`src/rtl/mips_ctrl_pkg.sv`:
```
// Shared types and encodings for the multi-cycle MIPS control sequencer.
// Latency: none (declarations only).
// Backpressure: none (declarations only).
package mips_ctrl_pkg;

    typedef enum logic [3:0] {
        FETCH    = 4'd0,
        DECODE   = 4'd1,
        MEM_ADDR = 4'd2,
        MEM_RD   = 4'd3,
        MEM_WB   = 4'd4,
        MEM_WR   = 4'd5,
        R_EXEC   = 4'd6,
        R_WB     = 4'd7,
        I_EXEC   = 4'd8,
        I_WB     = 4'd9,
        BRANCH   = 4'd10,
        JUMP     = 4'd11
    } state_t;

    localparam logic [3:0] ALU_AND = 4'b0000;
    localparam logic [3:0] ALU_OR  = 4'b0001;
    localparam logic [3:0] ALU_ADD = 4'b0010;
    localparam logic [3:0] ALU_SUB = 4'b0110;
    localparam logic [3:0] ALU_SLT = 4'b0111;

    localparam logic [5:0] OP_RTYPE = 6'b000000;
    localparam logic [5:0] OP_LW    = 6'b100011;
    localparam logic [5:0] OP_SW    = 6'b101011;
    localparam logic [5:0] OP_BEQ   = 6'b000100;
    localparam logic [5:0] OP_ADDI  = 6'b001000;
    localparam logic [5:0] OP_J     = 6'b000010;

    localparam logic [5:0] FN_ADD = 6'b100000;
    localparam logic [5:0] FN_SUB = 6'b100010;
    localparam logic [5:0] FN_AND = 6'b100100;
    localparam logic [5:0] FN_OR  = 6'b100101;
    localparam logic [5:0] FN_SLT = 6'b101010;

    localparam logic [1:0] PCSRC_ALU    = 2'b00;
    localparam logic [1:0] PCSRC_ALUOUT = 2'b01;
    localparam logic [1:0] PCSRC_JUMP   = 2'b10;

    localparam logic       SRCA_PC  = 1'b0;
    localparam logic       SRCA_REG = 1'b1;
    localparam logic [1:0] SRCB_REG = 2'b00;
    localparam logic [1:0] SRCB_ONE = 2'b01;
    localparam logic [1:0] SRCB_IMM = 2'b10;

    function automatic logic is_mem_op(input logic [5:0] op);
        return (op == OP_LW) || (op == OP_SW);
    endfunction

endpackage

```
`src/rtl/mips_alu_decode.sv`:
```
// R-type func field to ALU operation, with a legality flag for the sequencer.
// Latency: combinational.
// Backpressure: none.
module mips_alu_decode
    import mips_ctrl_pkg::*;
(
    input  logic [5:0] func,
    output logic [3:0] alu_op,
    output logic       func_legal
);

    always_comb begin
        alu_op     = ALU_ADD;
        func_legal = 1'b1;
        case (func)
            FN_ADD:  alu_op = ALU_ADD;
            FN_SUB:  alu_op = ALU_SUB;
            FN_AND:  alu_op = ALU_AND;
            FN_OR:   alu_op = ALU_OR;
            FN_SLT:  alu_op = ALU_SLT;
            default: func_legal = 1'b0;
        endcase
    end

endmodule

```
`src/rtl/mips_multicycle_ctrl.sv`:
```
// Moore sequencer stepping each MIPS instruction through fetch..writeback.
// Latency: 2-5 cycles per instruction plus one per memory wait cycle.
// Backpressure: mem_ready low holds FETCH/MEM_RD/MEM_WR with requests stable.
module mips_multicycle_ctrl
    import mips_ctrl_pkg::*;
#(
    parameter int CNT_W = 32
) (
    input  logic             clock,
    input  logic             reset,
    input  logic [5:0]       opcode,
    input  logic [5:0]       func,
    input  logic             zero,
    input  logic             mem_ready,
    output logic             pc_write,
    output logic             pc_write_cond,
    output logic [1:0]       pc_source,
    output logic             iord,
    output logic             mem_read,
    output logic             mem_write,
    output logic             ir_write,
    output logic             reg_dst,
    output logic             mem_to_reg,
    output logic             reg_write,
    output logic             alu_src_a,
    output logic [1:0]       alu_src_b,
    output logic [3:0]       alu_op,
    output logic             instr_done,
    output logic             illegal,
    output logic [CNT_W-1:0] instr_count
);

    state_t     state, state_nxt;
    logic [3:0] r_alu_op;
    logic       func_legal;

    // The branch decision is taken by the datapath from pc_write_cond & zero.
    logic unused_zero;
    assign unused_zero = zero;

    mips_alu_decode u_alu_decode (
        .func       (func),
        .alu_op     (r_alu_op),
        .func_legal (func_legal)
    );

    always_ff @(posedge clock) begin
        if (reset) begin
            state <= FETCH;
        end else begin
            state <= state_nxt;
        end
    end

    always_comb begin
        state_nxt     = state;
        pc_write      = 1'b0;
        pc_write_cond = 1'b0;
        pc_source     = PCSRC_ALU;
        iord          = 1'b0;
        mem_read      = 1'b0;
        mem_write     = 1'b0;
        ir_write      = 1'b0;
        reg_dst       = 1'b0;
        mem_to_reg    = 1'b0;
        reg_write     = 1'b0;
        alu_src_a     = SRCA_PC;
        alu_src_b     = SRCB_REG;
        alu_op        = ALU_AND;
        instr_done    = 1'b0;
        illegal       = 1'b0;

        case (state)
            FETCH: begin
                mem_read  = 1'b1;
                alu_src_b = SRCB_ONE;
                alu_op    = ALU_ADD;
                ir_write  = mem_ready;
                pc_write  = mem_ready;
                if (mem_ready) state_nxt = DECODE;
            end
            DECODE: begin
                // ALUOut captures the branch target speculatively.
                alu_src_b = SRCB_IMM;
                alu_op    = ALU_ADD;
                case (opcode)
                    OP_LW, OP_SW: state_nxt = MEM_ADDR;
                    OP_BEQ:       state_nxt = BRANCH;
                    OP_ADDI:      state_nxt = I_EXEC;
                    OP_J:         state_nxt = JUMP;
                    OP_RTYPE: begin
                        if (func_legal) begin
                            state_nxt = R_EXEC;
                        end else begin
                            illegal   = 1'b1;
                            state_nxt = FETCH;
                        end
                    end
                    default: begin
                        illegal   = 1'b1;
                        state_nxt = FETCH;
                    end
                endcase
            end
            MEM_ADDR: begin
                alu_src_a = SRCA_REG;
                alu_src_b = SRCB_IMM;
                alu_op    = ALU_ADD;
                state_nxt = (opcode == OP_SW) ? MEM_WR : MEM_RD;
            end
            MEM_RD: begin
                mem_read = 1'b1;
                iord     = 1'b1;
                if (mem_ready) state_nxt = MEM_WB;
            end
            MEM_WB: begin
                reg_write  = 1'b1;
                mem_to_reg = 1'b1;
                instr_done = 1'b1;
                state_nxt  = FETCH;
            end
            MEM_WR: begin
                mem_write  = 1'b1;
                iord       = 1'b1;
                instr_done = mem_ready;
                if (mem_ready) state_nxt = FETCH;
            end
            R_EXEC: begin
                alu_src_a = SRCA_REG;
                alu_op    = r_alu_op;
                state_nxt = R_WB;
            end
            R_WB: begin
                reg_write  = 1'b1;
                reg_dst    = 1'b1;
                instr_done = 1'b1;
                state_nxt  = FETCH;
            end
            I_EXEC: begin
                alu_src_a = SRCA_REG;
                alu_src_b = SRCB_IMM;
                alu_op    = ALU_ADD;
                state_nxt = I_WB;
            end
            I_WB: begin
                reg_write  = 1'b1;
                instr_done = 1'b1;
                state_nxt  = FETCH;
            end
            BRANCH: begin
                alu_src_a     = SRCA_REG;
                alu_op        = ALU_SUB;
                pc_write_cond = 1'b1;
                pc_source     = PCSRC_ALUOUT;
                instr_done    = 1'b1;
                state_nxt     = FETCH;
            end
            JUMP: begin
                pc_write   = 1'b1;
                pc_source  = PCSRC_JUMP;
                instr_done = 1'b1;
                state_nxt  = FETCH;
            end
            default: state_nxt = FETCH;
        endcase

        // An instruction caught by reset must leave no architectural trace.
        if (reset) begin
            pc_write      = 1'b0;
            pc_write_cond = 1'b0;
            ir_write      = 1'b0;
            mem_read      = 1'b0;
            mem_write     = 1'b0;
            reg_write     = 1'b0;
            instr_done    = 1'b0;
            illegal       = 1'b0;
        end
    end

    always_ff @(posedge clock) begin
        if (reset) begin
            instr_count <= '0;
        end else if (instr_done) begin
            instr_count <= instr_count + CNT_W'(1);
        end
    end

endmodule

```
`config.mk`:
```
export PLATFORM = sky130hd
export DESIGN_NAME = mips_multicycle_ctrl
export DESIGN_NICKNAME = d
export VERILOG_FILES = /design/src/rtl/mips_ctrl_pkg.sv /design/src/rtl/mips_alu_decode.sv /design/src/rtl/mips_multicycle_ctrl.sv
export SDC_FILE = /design/constraint.sdc
export NUM_CORES = 1
export LEC_CHECK = 0
export CORE_MARGIN = 2
export CORE_UTILIZATION = 30
export CTS_CLUSTER_SIZE = 30
export DETAILED_ROUTE_END_ITERATION = 6
export PLACE_DENSITY = 0.57
export SLEW_MARGIN = 40
export SYNTH_ARGS = -nofsm -noshare
export SYNTH_HDL_FRONTEND = slang
export SYNTH_HIERARCHICAL = 1
export SYNTH_SLANG_ARGS = --single-unit
```
`constraint.sdc`:
```
create_clock -name clock -period 2 [get_ports clock]
set_clock_uncertainty 0.05 [all_clocks]
set_input_delay 0.2 -clock clock [delete_from_list [all_inputs] [get_ports clock]]
set_output_delay 0.2 -clock clock [all_outputs]
set_load 0.005 [all_outputs]
```
# Word-level counts from Yosys, hierarchy flattened

Index checks and enable logic that the tools add are counted.

Register bits after elaboration: 36
Output and inout bits: 52
Logic and storage cells: 74

Reduce and logical (&&, ||, !) cells: 13
Equality and inequality tests: 24
Mux-type cells: 34
$add $sub $neg: 1

Operator list:

| kind                                          | number |
|---|---|
| == test 6 bit, second input constant          | 7 |
| adder 32 x 1 -> 32 bit, second input constant | 1 |
| case mux 4 bit (7 select lines)               | 1 |
| 2-to-1 mux 1 bit                              | 20 |
| case mux 4 bit (5 select lines)               | 1 |
| == test 4 x 3 -> 1 bit, second input constant | 4 |
| == test 4 bit, second input constant          | 4 |
| OR reduction 5 bit                            | 3 |
| 2-to-1 mux 4 bit                              | 3 |
| case mux 3 bit (4 select lines)               | 1 |
| case mux 4 bit (3 select lines)               | 1 |
| == test 4 x 2 -> 1 bit, second input constant | 2 |
| case mux 2 bit (2 select lines)               | 2 |
| OR reduction 4 bit                            | 2 |
| == test 6 x 2 -> 1 bit, second input constant | 1 |
| == test 6 x 3 -> 1 bit, second input constant | 1 |
| == test 6 x 4 -> 1 bit, second input constant | 1 |
| logical NOT 6 bit                             | 1 |
| 2-to-1 mux 3 bit                              | 2 |
| != test 2 bit, second input constant          | 3 |
| case mux 1 bit (2 select lines)               | 3 |
| OR reduction 2 bit                            | 3 |
| OR reduction 3 bit                            | 2 |
| == test 4 x 1 -> 1 bit, second input constant | 1 |
| 2 further kinds                               | 2 |

# Longest topological paths before layout

Word-level depth: 7
Depth in mapped cells: 8

# Cells and area by module

Netlist, hierarchy kept.

Modules (own cells, without submodules):

| module               | times used | area each (µm²) | cells an instance | sequential area each (µm²) |
|---|---|---|---|---|
| mips_multicycle_ctrl | 1          | 2083.2          | 267               | 720.7 |
| mips_alu_decode      | 1          | 97.6            | 11                | 0.0 |

# Worst setup path after synthesis

OpenSTA, ideal clock, no wires.

Kind: register -> register
Start point: register instr_count[5]
End point: register instr_count[29]
Setup slack: 0.251 ns
Cell stages (with the launch flop): 6
Buffers on the path: 0
Arrival time: 1.628 ns
Cell sequence: dfxtp_1 > nand4_2 > nor4_4 > nand3_2 > or4_1 > a21oi_1

Longest elaborated chain between the ends: 1

RTL lines:

| element                | line                        | source |
|---|---|---|
| start, declared        | mips_multicycle_ctrl.sv:30  | `output logic [CNT_W-1:0] instr_count` |
| start signal, assigned | mips_multicycle_ctrl.sv:184 | `instr_count <= instr_count + CNT_W'(1);` |
| adder 32 x 1 -> 32 bit | mips_multicycle_ctrl.sv:184 |  |

Every way passes these cells.
A chain may end at the register's enable or synchronous reset.

# Worst setup path in the final report

Start point: input port opcode[0]
End point: output port illegal

Longest elaborated chain between the ends: 5
Elaborated cells between the ends (all ways): 10
Classes of those cells: eq/ne: 5; mux: 3; reduce/logical: 2

RTL lines:

| element                               | line                        | source |
|---|---|---|
| start, declared                       | mips_multicycle_ctrl.sv:11  | `input logic [5:0] opcode,` |
| == test 6 bit (tied with other cells) | mips_multicycle_ctrl.sv:86  | `case (opcode)` |
| OR reduction 5 bit (no line)          | n/a                         |  |
| case mux 1 bit (2 select lines) (*)   | mips_multicycle_ctrl.sv:86  |  |
| 2-to-1 mux 1 bit (*)                  | mips_multicycle_ctrl.sv:73  | `case (state)` |
| 2-to-1 mux 1 bit (*)                  | mips_multicycle_ctrl.sv:168 | `if (reset) begin` |
| end, declared                         | mips_multicycle_ctrl.sv:29  | `output logic illegal,` |

Mark *: on every way between the ends. The rest lies on a longest branch, timed or not.

==> results.tsv <==
metric	value	unit
status	complete, no violations	
fin_nets	419	
holdCritPathClass	in2reg	
synth_nets	295	
utilization	51.2	%
startpoint	opcode[0]	
final_cell_mix	buf_4 (66), clkdlybuf4s50_1 (46), nor2_1 (39)	
synth_area	0.00218	mm^2
power	1.46	mW
worstReg2RegEnd	instr_count[29]$_SDFFE_PP0P_	
crit_path_start_kind	primary input	
drc	0	
yosys_most_used_dff	dfxtp_1	
clockRootBuffer	clkbuf_8	
required	1.75	ns
vdd_drop_max	0.263	mV
placed_area	0.00331	mm^2
dp_slack	-0.365	ns
period_minus_slack	1.93	ns
crit_arrival	1.68	ns
critPathKind	in2out	
start_util	30.6	%
die_h	89.3	um
synth.avg_cell_area	7.84	um^2
syn2layout_area_growth	67.5	%
synthAdderAreaFrac	0.574	%
synthMuxAreaShare	0.975	%
max_freq	0.517	GHz
antenna_left	0	
grt_use_total	16.6	%
synth_top_family_by_area	simple AND/OR/NAND/NOR gates	
clkTransAtPathRegs	0.07	ns
clock-sinks	36	
dieArea	0.00797	mm^2
hold_viol	0	
dp_hpwl	4790	um
period_share	96.7	%
slew_violations	0	
seq_area_frac_synth	33.0	%
setup_slack	0.0658	ns
whs	0.385	ns
antenna_found_initial	0	
cts_buffer_depth	2	
synth-edff-count	0	
rows	31	
yosysWarnings	6	
endpoint	illegal	
synth_cells	278	
drive_above_1_share	27.6	%
mostFrequentLayoutCell	buf_4	
place.gp.congestion	0.839	
design.core.area	0.00714	mm^2
globalRouteOverflowTotal	0	
first_pass_iters	6	
synth-seq-cells	36	
synth-compound-area-share	12.7	%
finalInstanceArea	0.00365	mm^2
fp.dieW	89.3	um
total_leakage_power	1.49	nW
cts_tree	built	
finalWirelength	6480	um
wl_per_cell	12.9	um
ctsHoldBuffers	0	
critPathMaxFanout	2	
synthSimpleGateAreaFrac	38.5	%
power_density	400	mW/mm^2
synth.distinct_cells	50	
cap_viol_max_count	0	
setup_viol	0	
synth-xor-area-share	10.0	%
rr_worst_depth	7	
grt_first_pass_wirelength	10600	um
vias	2466	
drtIter0Drc	100	
numCtsBuffers	5	
async_reset_ff_share	0	%
nFillCells	720	
clk_latency	0.29	ns
worstSetupEndpointType	output pin	
regToRegStartpoint	state[1]$_SDFFE_PP0P_	
first_global_vias	2310	
portBuffers	65	
vias_per_cell	4.92	
grt_start_max_net_pins	36	
diodes	0	
io_pins	68	
htreeDepth	2	
r2r_slack	0.11	ns
## report_power, final
part	switching [mW]	total [mW]	leakage [nW]	internal (mW)
clock	0.250	0.557	0.0503	0.307
sequential	0.00382	0.720	0.292	0.716
combinational	0.0849	0.185	1.15	0.100
## cell usage after synthesis, drive strengths merged, types with 4 or more instances
cell    instances  area, um^2
nand4          20         138
inv             5        18.8
nor2           41         154
nor4            6        52.6
and3            8        50.1
o21ai          11        55.1
or3             8        50.1
dfxtp          36         721
o31ai           4        30.0
clkbuf         10        37.5
nor3           13        65.1
nand3          11        60.1
nand2          17        63.8
nand2b          7        51.3
a21oi          17        85.1
nor2b           4        32.5
buf             6        31.3
xor2           22         193
## layout make-up
cell class / instances / area [um^2] / share of cell area, %
sequential: 36 / 732 / 20.0
multi-input combinational: 221 / 1510 / 41.3
inverter: 5 / 18.8 / 0.514
clock buffer: 7 / 96.3 / 2.64
timing repair buffer: 133 / 1170 / 32.2
tap: 99 / 124 / 3.39
## layer usage
layer | vias up | GRT usage [%] | part of all wire (%)
met3 | 5 | 3.32 | 5.2
met1 | 1142 | 21.6 | 46
li1 | 1251 | - | -
met4 | 0 | 3.26 | 0.82
met5 | - | 0 | 0
met2 | 68 | 28.6 | 48
## how the worst min path moves through the flow
stage | startpoint | end | slack (ns) | cells after the start
global route | reset | state[0]$_SDFFE_PP0P_ | 0.43 | 3
global placement | instr_count[22]$_SDFFE_PP0P_ | instr_count[22]$_SDFFE_PP0P_ | 0.43 | 2
CTS | reset | state[0]$_SDFFE_PP0P_ | 0.38 | 3
finish | reset | state[0]$_SDFFE_PP0P_ | 0.38 | 3
detailed placement | instr_count[22]$_SDFFE_PP0P_ | instr_count[22]$_SDFFE_PP0P_ | 0.44 | 2
floorplan | reset | instr_count[14]$_SDFFE_PP0P_ | 0.34 | 3
## cell families (layout without fill, tap and decap cells)
group           Yosys count  count (layout)
mux                       2               2
xor+xnor                 25              25
simple gates            149             149
buf+inv                  21             145
fa+ha+maj                 1               1
flops                    36              36
other cells               1               1
compound gates           43              43
## registers in the layout, indices dropped and copies added (netlist names)
register / flops
instr_count: 32
state: 4
## through the flow
step / cells / setup TNS, ns
floorplan: 278 / 0
global placement: 483 / -2.75
detailed placement: 483 / -3.02
CTS: 498 / -0.342
global route: 501 / -0.00426
finish: 501 / 0
## worst max-delay path: stages
cell and delay, ns:
clkdlybuf4s50_1 0.43, or3_4 0.41, nor2_4 0.09, a21oi_1 0.07
o311a_1 0.29, clkdlybuf4s15_1 0.20
## timing repair
action	CTS	global route
pin swaps	6	8
buffers inserted	8	3
gates resized for setup	35	28
endpoints found under the setup margin	11	19
gates cloned	0	0
Note: power is estimated with default switching activity, not from simulation.
